### config.mk
export PLATFORM = sky130hd
export DESIGN_NAME = interrupt_controller
export DESIGN_NICKNAME = d
export VERILOG_FILES = /design/src/rtl/interrupt_controller_pkg.sv /design/src/rtl/intc_prio_enc.sv /design/src/rtl/interrupt_controller.sv
export SDC_FILE = /design/constraint.sdc
export NUM_CORES = 1
export LEC_CHECK = 0
export ABC_AREA = 1
export BUFFER_PORTS_ARGS = -buffer_cell sky130_fd_sc_hd__buf_4
export CAP_MARGIN = 20
export CORE_MARGIN = 8
export CORE_UTILIZATION = 46
export CTS_BUF_LIST = sky130_fd_sc_hd__clkbuf_8
export DETAILED_ROUTE_END_ITERATION = 10
export PLACE_DENSITY = 0.76
export SLEW_MARGIN = 20
export SYNTH_ARGS = -nofsm -noshare
export SYNTH_HDL_FRONTEND = slang
export SYNTH_SLANG_ARGS = --single-unit
### constraint.sdc
create_clock -name clk -period 3.4 [get_ports clk]
set_input_delay 0 -clock clk [delete_from_list [all_inputs] [get_ports clk]]
set_output_delay 0 -clock clk [all_outputs]
set_load 0.02 [all_outputs]
### src/rtl/interrupt_controller_pkg.sv
// interrupt_controller_pkg: shared state encodings, widths and helpers for the interrupt controller
package interrupt_controller_pkg;
  localparam int INTC_ID_W   = 3;
  localparam int INTC_ADDR_W = 16;
  typedef enum logic [1:0] {
    INTC_IDLE = 2'd0,
    INTC_REQ  = 2'd1,
    INTC_SVC  = 2'd2
  } intc_state_e;
  function automatic logic [7:0] intc_onehot(input logic [INTC_ID_W-1:0] idx);
    return 8'd1 << idx;
  endfunction
endpackage

### src/rtl/intc_prio_enc.sv
// intc_prio_enc: 8-bit lowest-index-wins priority encoder
module intc_prio_enc
  import interrupt_controller_pkg::*;
(
  input  logic [7:0]           req_i,
  output logic                 valid_o,
  output logic [INTC_ID_W-1:0] idx_o
);
  always_comb begin
    valid_o = |req_i;
    idx_o = '0;
    for (int i = 7; i >= 0; i--) idx_o = req_i[i] ? INTC_ID_W'(i) : idx_o;
  end
endmodule

### src/rtl/interrupt_controller.sv
// interrupt_controller: prioritised maskable IRQ controller with req/ack/eoi handshake.
// Define INTC_NESTING_EN to let higher-priority sources preempt a handler in service.
module interrupt_controller
  import interrupt_controller_pkg::*;
#(
  parameter int               NUM_IRQ      = 8,
  parameter logic [7:0]       MASK_RESET   = 8'hFF,
  parameter logic [15:0]      VECTOR_BASE  = 16'h0010,
  parameter int               VECTOR_SHIFT = 2
) (
  input  logic                   clk,
  input  logic                   reset,
  input  logic [NUM_IRQ-1:0]     irq_in,
  input  logic                   mask_we,
  input  logic [7:0]             mask_wdata,
  output logic [7:0]             mask_o,
  output logic [7:0]             pending_o,
  output logic                   int_req,
  output logic [INTC_ID_W-1:0]   int_id,
  output logic [INTC_ADDR_W-1:0] int_vector,
  input  logic                   int_ack,
  input  logic                   int_eoi
);
  localparam logic [7:0] VALID = 8'((9'd1 << NUM_IRQ) - 9'd1);
  intc_state_e state_q, state_d;
  logic [NUM_IRQ-1:0] irq_prev_q;
  logic [7:0] pending_q, pending_d, mask_q, mask_d, in_svc_q, in_svc_d, edges;
  logic [INTC_ID_W-1:0] id_q, id_d, cand_idx, hs_idx;
  logic [INTC_ADDR_W-1:0] vec_q, vec_d;
  logic req_q, cand_valid, hs_valid, ack, eoi, nest, load;
  intc_prio_enc u_cand (.req_i(pending_q & mask_q), .valid_o(cand_valid), .idx_o(cand_idx));
  intc_prio_enc u_hs (.req_i(in_svc_q), .valid_o(hs_valid), .idx_o(hs_idx));
`ifdef INTC_NESTING_EN
  assign nest = cand_valid && (cand_idx < hs_idx);
`else
  assign nest = 1'b0;
`endif
  assign edges = 8'(irq_in & ~irq_prev_q);
  assign ack = (state_q == INTC_REQ) && int_ack;
  assign eoi = (state_q == INTC_SVC) && int_eoi && hs_valid;
  always_comb begin
    pending_d = (pending_q & ~(ack ? intc_onehot(id_q) : 8'd0)) | edges;
    in_svc_d = (in_svc_q | (ack ? intc_onehot(id_q) : 8'd0)) & ~(eoi ? intc_onehot(hs_idx) : 8'd0);
    mask_d = mask_we ? (mask_wdata & VALID) : mask_q;
    state_d = state_q == INTC_IDLE ? (cand_valid ? INTC_REQ : INTC_IDLE)
            : state_q == INTC_REQ  ? (ack ? INTC_SVC : INTC_REQ)
            : state_q == INTC_SVC  ? (eoi ? (|in_svc_d ? INTC_SVC : INTC_IDLE) : nest ? INTC_REQ : INTC_SVC)
            : INTC_IDLE;
    // id and vector freeze for the whole request once latched on REQ entry
    load = (state_d == INTC_REQ) && (state_q != INTC_REQ);
    id_d = load ? cand_idx : id_q;
    vec_d = load ? VECTOR_BASE + (INTC_ADDR_W'(cand_idx) << VECTOR_SHIFT) : vec_q;
  end
  always_ff @(posedge clk) begin
    if (reset) begin
      state_q <= INTC_IDLE;
      irq_prev_q <= '0;
      pending_q <= '0;
      mask_q <= MASK_RESET & VALID;
      in_svc_q <= '0;
      id_q <= '0;
      vec_q <= VECTOR_BASE;
      req_q <= 1'b0;
    end else begin
      state_q <= state_d;
      irq_prev_q <= irq_in;
      pending_q <= pending_d;
      mask_q <= mask_d;
      in_svc_q <= in_svc_d;
      id_q <= id_d;
      vec_q <= vec_d;
      req_q <= state_d == INTC_REQ;
    end
  end
  assign mask_o = mask_q;
  assign pending_o = pending_q;
  assign int_req = req_q;
  assign int_id = id_q;
  assign int_vector = vec_q;
endmodule

==> results of run 1 <==
worst max-delay path, delay by kind of cell, from the launching register on:
kind,cells,cell delay (ns)
buffers and inverters,1,0.08
DFF,1,0.39
AOI/OAI and AO/OA,2,0.17
and+or+nand+nor,8,0.86
per-layer routing:
| metal | vias up | track usage (%) |
|---|---|---|
| met5 | - | 0 |
| met4 | 0 | 6.296 |
| met3 | 4 | 5.353 |
| met2 | 58 | 24.11 |
| met1 | 784 | 18.27 |
| li1 | 906 | - |
state kept, by name (all words and copies together), names as in the netlist:
signal and cells:
in_svc_q 8, int_id 3, int_req 1, int_vector 1
irq_prev_q 8, mask_o 8, pending_o 8, state_q 2
logic make-up (layout without fill, tap and decap cells):
logic type             Yosys count  after routing
AOI/OAI and AO/OA               27             27
buffers and inverters           49            103
DFF                             39             39
and+or+nand+nor                140            140
other                            1             12
report_power, final:
part           switching [mW]  internal (mW)  total [mW]  leakage [nW]
logic                   0.163          0.112       0.275         0.815
clock network           0.156          0.140       0.296        0.0453
registers              0.0337          0.493       0.527         0.323
total                   0.353          0.745        1.10          1.18
synthesized netlist by cell type (all sizes together):
| cell type | instances | area share (%) |
|---|---|---|
| nor2 | 44 | 11 |
| buf | 16 | 6.5 |
| dfxtp | 39 | 44 |
| o2111ai | 1 | 0.49 |
| inv | 29 | 6.1 |
| nor3 | 1 | 0.56 |
| clkbuf | 4 | 0.84 |
| o21ai | 4 | 1.1 |
| a311oi | 1 | 0.49 |
| nand4 | 3 | 1.0 |
| conb | 1 | 0.21 |
| nand3 | 17 | 5.0 |
| o22ai | 1 | 0.35 |
| o32ai | 1 | 0.49 |
| a31oi | 2 | 0.70 |
| a211oi | 1 | 0.42 |
| nand2 | 75 | 16 |
| a21oi | 16 | 4.7 |
what timing repair did:
item	4_1_cts	5_1_grt
hold buffers	22	0
hold endpoints to repair	16	0
gates resized for setup	0	0
layout make-up:
cell class                 count  area, um2
timing repair buffer          66      550.5
clock inverter                 3      16.27
inverter                      29      108.9
clock buffer                   5      68.82
sequential                    39      780.7
tap                           48      60.06
fill                         344       1316
multi-input combinational    179      814.5
metrics by stage:
stage / std cells / setup WS [ns]
2_1_floorplan: 267 / 2.024
6_report: 369 / 1.798
4_1_cts: 369 / 1.799
3_3_place_gp: 339 / 1.826
3_5_place_dp: 339 / 1.825
5_1_grt: 369 / 1.630
final timing paths:
path | startpoint | to | slack [ns] | cells after the start
setup / recovery | state_q[1] | state_q[1] | 1.80 | 11
setup reg to reg | state_q[1] | state_q[1] | 1.80 | 11
hold reg to reg | irq_prev_q[4] | pending_o[4] | 0.46 | 1
hold / removal | mask_we | mask_o[7] | 0.003 | 3
==> metrics.txt, run 1 <==
status completed; mux cell area share after synthesis 0%; most used cell, CP nand2_1; share of cells above drive strength 1 21.81%; total power per unit cell area 457.4 nW/um2; compound-cell area share of the yosys netlist 8.717%; WL per Instance 12.41 um; WP data required 3.57 ns; Pleak 1.183 nW; DR vias 1,752; Critical Path Sink Type register; Tmin final 1.602 ns; Hold Crit Class in -> reg; Overall Power 1.098 mW; Post-Layout Inst Area 2400 um2; ANT cells 0; RSZ-0062 raised after global routing no; max-slew violation count 0; Setup Buffers After CTS 0; max cap viols 0; first-pass GRT wire length 7659 um; clock buffer depth 2; Clock Sinks 39; Clock Skew 0.003341 ns; die width 78.46 um; CTS Buf Count 5; Max Clock Freq 0.6244 GHz; CTS tree built; syn avg cell area 7.009 um2; Setup violations, final 0; Highest Signal Layer met4; Post-DP Area 2095 um2; core area 3716 um2; crit path max fanout 4; largest family of logic cells by synthesized area simple AND/OR/NAND/NOR gates; critical path arrival 1.77 ns; DRC 0; fin crit share 47.10%; Synth warnings 0; most common cell after layout, fill and taps aside nand2_1; final setup TNS 0 ns; post-synthesis cell type count 25; CP peak stage delay 0.39 ns; post-route ant nets 0; FF+latch count, synth 39; VDD IR max 338.9 uV; Critical Path, Cell by Cell inv_1 > nor2_2 > nand2_2 > nor2_4 > nand4_1 > nand2_1 > nand2_1 > a21oi_1 > nand3_1 > nand2_1 > a21oi_2; gr ovfl total 0; Simple-Gate Fraction of Synth Area 34.17%; Die Ht 78.46 um; Seq/Total Area, Yosys 43.51%; hold slack 0.003358 ns; Final Hold Violating Endpoints 0; CTS H-Tree Depth 2; DR iter-0 viols 122; slowest cell on the critical path dfxtp_1; Cells after Synth 256; IO Count 57; vias in the first global route 1,677; Clk pin slew, worst setup/hold paths 0.07 ns; DR pass1 iterations 5; final core utilization 64.58%; WL met2 2165 um; synthesized area 1794 um2; Setup crit start kind register; Layout Nets 341; vias per cell 4.748; Syn-to-layout area delta 33.75%; PortBufs 44; pin count of the biggest net entering global routing 28; worst skew pair latency 0.28 ns; initial antenna violation count 0; worst setup path category reg -> reg; routability congestion estimate 0.8368; Std-Cell Rows 22; post-synthesis adder-cell area fraction 0%; routed wire length 4579 um; wl on met1 1988 um; Die ar. 6155 um2; most frequent cells in the layout nand2_1, buf_4, dfxtp_1; Detailed Place HPWL 3440 um; initial core utilization 48.28%; CTS root buf clkbuf_8; XOR/XNOR Fraction of Synth Area 0%; GRT Util Overall 15.22%; met3 wire length 368 um
Note: power is estimated with default switching activity, not from simulation.
==> run 2, diff against run 1 <==
--- a/config.mk
+++ b/config.mk
@@ -12,7 +12,7 @@
 export CORE_UTILIZATION = 46
 export CTS_BUF_LIST = sky130_fd_sc_hd__clkbuf_8
 export DETAILED_ROUTE_END_ITERATION = 10
-export PLACE_DENSITY = 0.76
+export PLACE_DENSITY = 0.79
 export SLEW_MARGIN = 20
 export SYNTH_ARGS = -nofsm -noshare
 export SYNTH_HDL_FRONTEND = slang
==> constraint.sdc (replaced) <==
create_clock -name clk -period 1.4 [get_ports clk]
set_input_delay 0 -clock clk [delete_from_list [all_inputs] [get_ports clk]]
set_output_delay 0 -clock clk [all_outputs]
set_load 0.02 [all_outputs]
==> run 2 against run 1 <==
Effect of this change: the flow now finishes with violations (negative setup slack); fmax grew 3.1%; non-clock buffer count grew 45; routed wire length grew 31%; largest cell class unchanged; highest routed layer unchanged; sequential power grew 140%.
==> metrics.txt, run 2 (synthesized netlist as in run 1, its figures left out) <==
status complete, but fails checks (was completed); failing checks negative setup slack; Max Clock Freq 0.6439 GHz (was 0.6244 GHz); Final Hold Violating Endpoints 0 (unchanged); post-route ant nets 0 (unchanged); IO Count 57 (unchanged); area of the multi-input gates 930.9 um2 (was 814.5 um2); max cap viols 0 (unchanged); initial antenna violation count 0 (unchanged); Die Ht 78.46 um (unchanged); PortBufs 44 (unchanged); worst setup path category reg -> reg (unchanged); core area 3716 um2 (unchanged); CTS H-Tree Depth 2 (unchanged); initial core utilization 48.28% (unchanged); most frequent cells in the layout buf_4, nand2_1, nor2_1 (was nand2_1, buf_4, dfxtp_1); GRT Util Overall 18.36% (was 15.22%); routability congestion estimate 0.8991 (was 0.8368); CTS root buf clkbuf_8 (unchanged); die width 78.46 um (unchanged); clock buffer depth 2 (unchanged); Clk pin slew, worst setup/hold paths 0.07 ns (about the same); Hold Crit Class in -> reg (unchanged); Std-Cell Rows 22 (unchanged); critical path arrival 1.73 ns (was 1.77 ns); fillcell total 263 (was 344); DR iter-0 viols 149 (was 122); first-pass GRT wire length 9059 um (was 7659 um); VDD IR max 870.8 uV (was 338.9 uV); Setup violations, final 4 (was 0); CTS tree built (unchanged); CTS Buf Count 5 (unchanged); total power per unit cell area 1059 nW/um2 (was 457.4 nW/um2); crit path max fanout 4 (unchanged); Pleak 1.444 nW (was 1.183 nW); share of cells above drive strength 1 39.18% (was 21.81%); WL per Instance 14.56 um (was 12.41 um); final core utilization 77.91% (was 64.58%); Syn-to-layout area delta 61.37% (was 33.75%); DR pass1 iterations 4 (was 5); Critical Path Sink Type register (unchanged); most common cell after layout, fill and taps aside buf_4 (was nand2_1); final setup TNS -0.3436 ns (was 0 ns); Setup crit start kind register (unchanged); Tmin final 1.553 ns (was 1.602 ns); pin count of the biggest net entering global routing 27 (was 28); Worst Slack Setup Final -0.1531 ns (was 1.798 ns); routed wire length 6012 um (was 4579 um); RSZ-0062 raised after global routing yes (was no); DRC 0 (unchanged); vias in the first global route 2,040 (was 1,677); gr ovfl total 0 (unchanged); ANT cells 0 (unchanged); worst skew pair latency 0.30 ns (was 0.28 ns); DR vias 2,051 (was 1,752); FF+latch area 795.8 um2 (was 780.7 um2); fin crit share 110.9% (was 47.10%); max-slew violation count 0 (unchanged); Layout Nets 386 (was 341); vias per cell 4.966 (was 4.748); Clock Sinks 39 (unchanged); Clock Skew 0.007786 ns (was 0.003341 ns); WP data required 1.58 ns (was 3.57 ns); Die ar. 6155 um2 (unchanged); Detailed Place HPWL 3745 um (was 3440 um)
-- run 2: worst max-delay path: stages (launching register included) --
cell and delay (ns):
dfxtp_2 0.33, inv_2 0.06, nand2_1 0.05, nand2_1 0.05, nand2_1 0.07, nand2_2 0.12, nand2_4 0.07, nand2_2 0.09
nand4_1 0.16, a21oi_2 0.19, nand3_1 0.09, nand2_1 0.09, a21oi_2 0.05
-- run 2: report_power, final --
part / total, mW / internal [mW] / switching (mW) / leakage [nW]
sequential: 1.27 / 1.20 / 0.0729 / 0.327
clock: 0.896 / 0.515 / 0.381 / 0.0554
combinational: 0.897 / 0.390 / 0.507 / 1.06
total: 3.07 / 2.10 / 0.961 / 1.44
-- run 2: area by class of cell --
class | instances | share of cell area [%]
Multi-Input combinational cell | 179 | 32.15
Timing Repair Buffer | 111 | 30.99
Sequential cell | 39 | 27.48
Inverter | 29 | 3.760
Clock buffer | 5 | 2.377
Tap cell | 48 | 2.074
Clock inverter | 2 | 1.167
-- run 2: per-stage QoR --
stage	power [mW]	worst slack [ns]	hold WS, ns	cells	cell area [um2]
6_report	3.066	-0.1531	0.05923	413	2895
5_1_grt	3.187	-0.1787	0.05733	413	2895
4_1_cts	3.013	-0.06397	0.03820	409	2816
3_5_place_dp	2.024	-0.1387	0.2146	374	2357
3_3_place_gp	2.008	-0.1300	0.2103	374	2357
2_1_floorplan	1.725	0.02419	0.1070	267	1836
-- run 2: final timing paths --
check | cells after the start | to | from | slack [ns]
max | 12 | state_q[1] | in_svc_q[6] | -0.15
min | 4 | state_q[0] | int_ack | 0.06
max reg2reg | 12 | state_q[1] | in_svc_q[6] | -0.15
min reg2reg | 1 | pending_o[4] | irq_prev_q[4] | 0.43
-- run 2: routing by layer --
layer	track usage [%]	wire length [um]
met5	0	0
met4	12.22	282
met3	5.239	435
met2	32.48	3067
met1	18.36	2227
-- run 2: timing repair --
action | CTS | global route
hold buffers | 24 | 0
gates cloned | 0 | 0
pin swaps | 20 | 14
endpoints found under the hold margin | 17 | 0
buffers inserted | 4 | 4
endpoints found under the setup margin | 3 | 10
gates resized for setup | 33 | 13
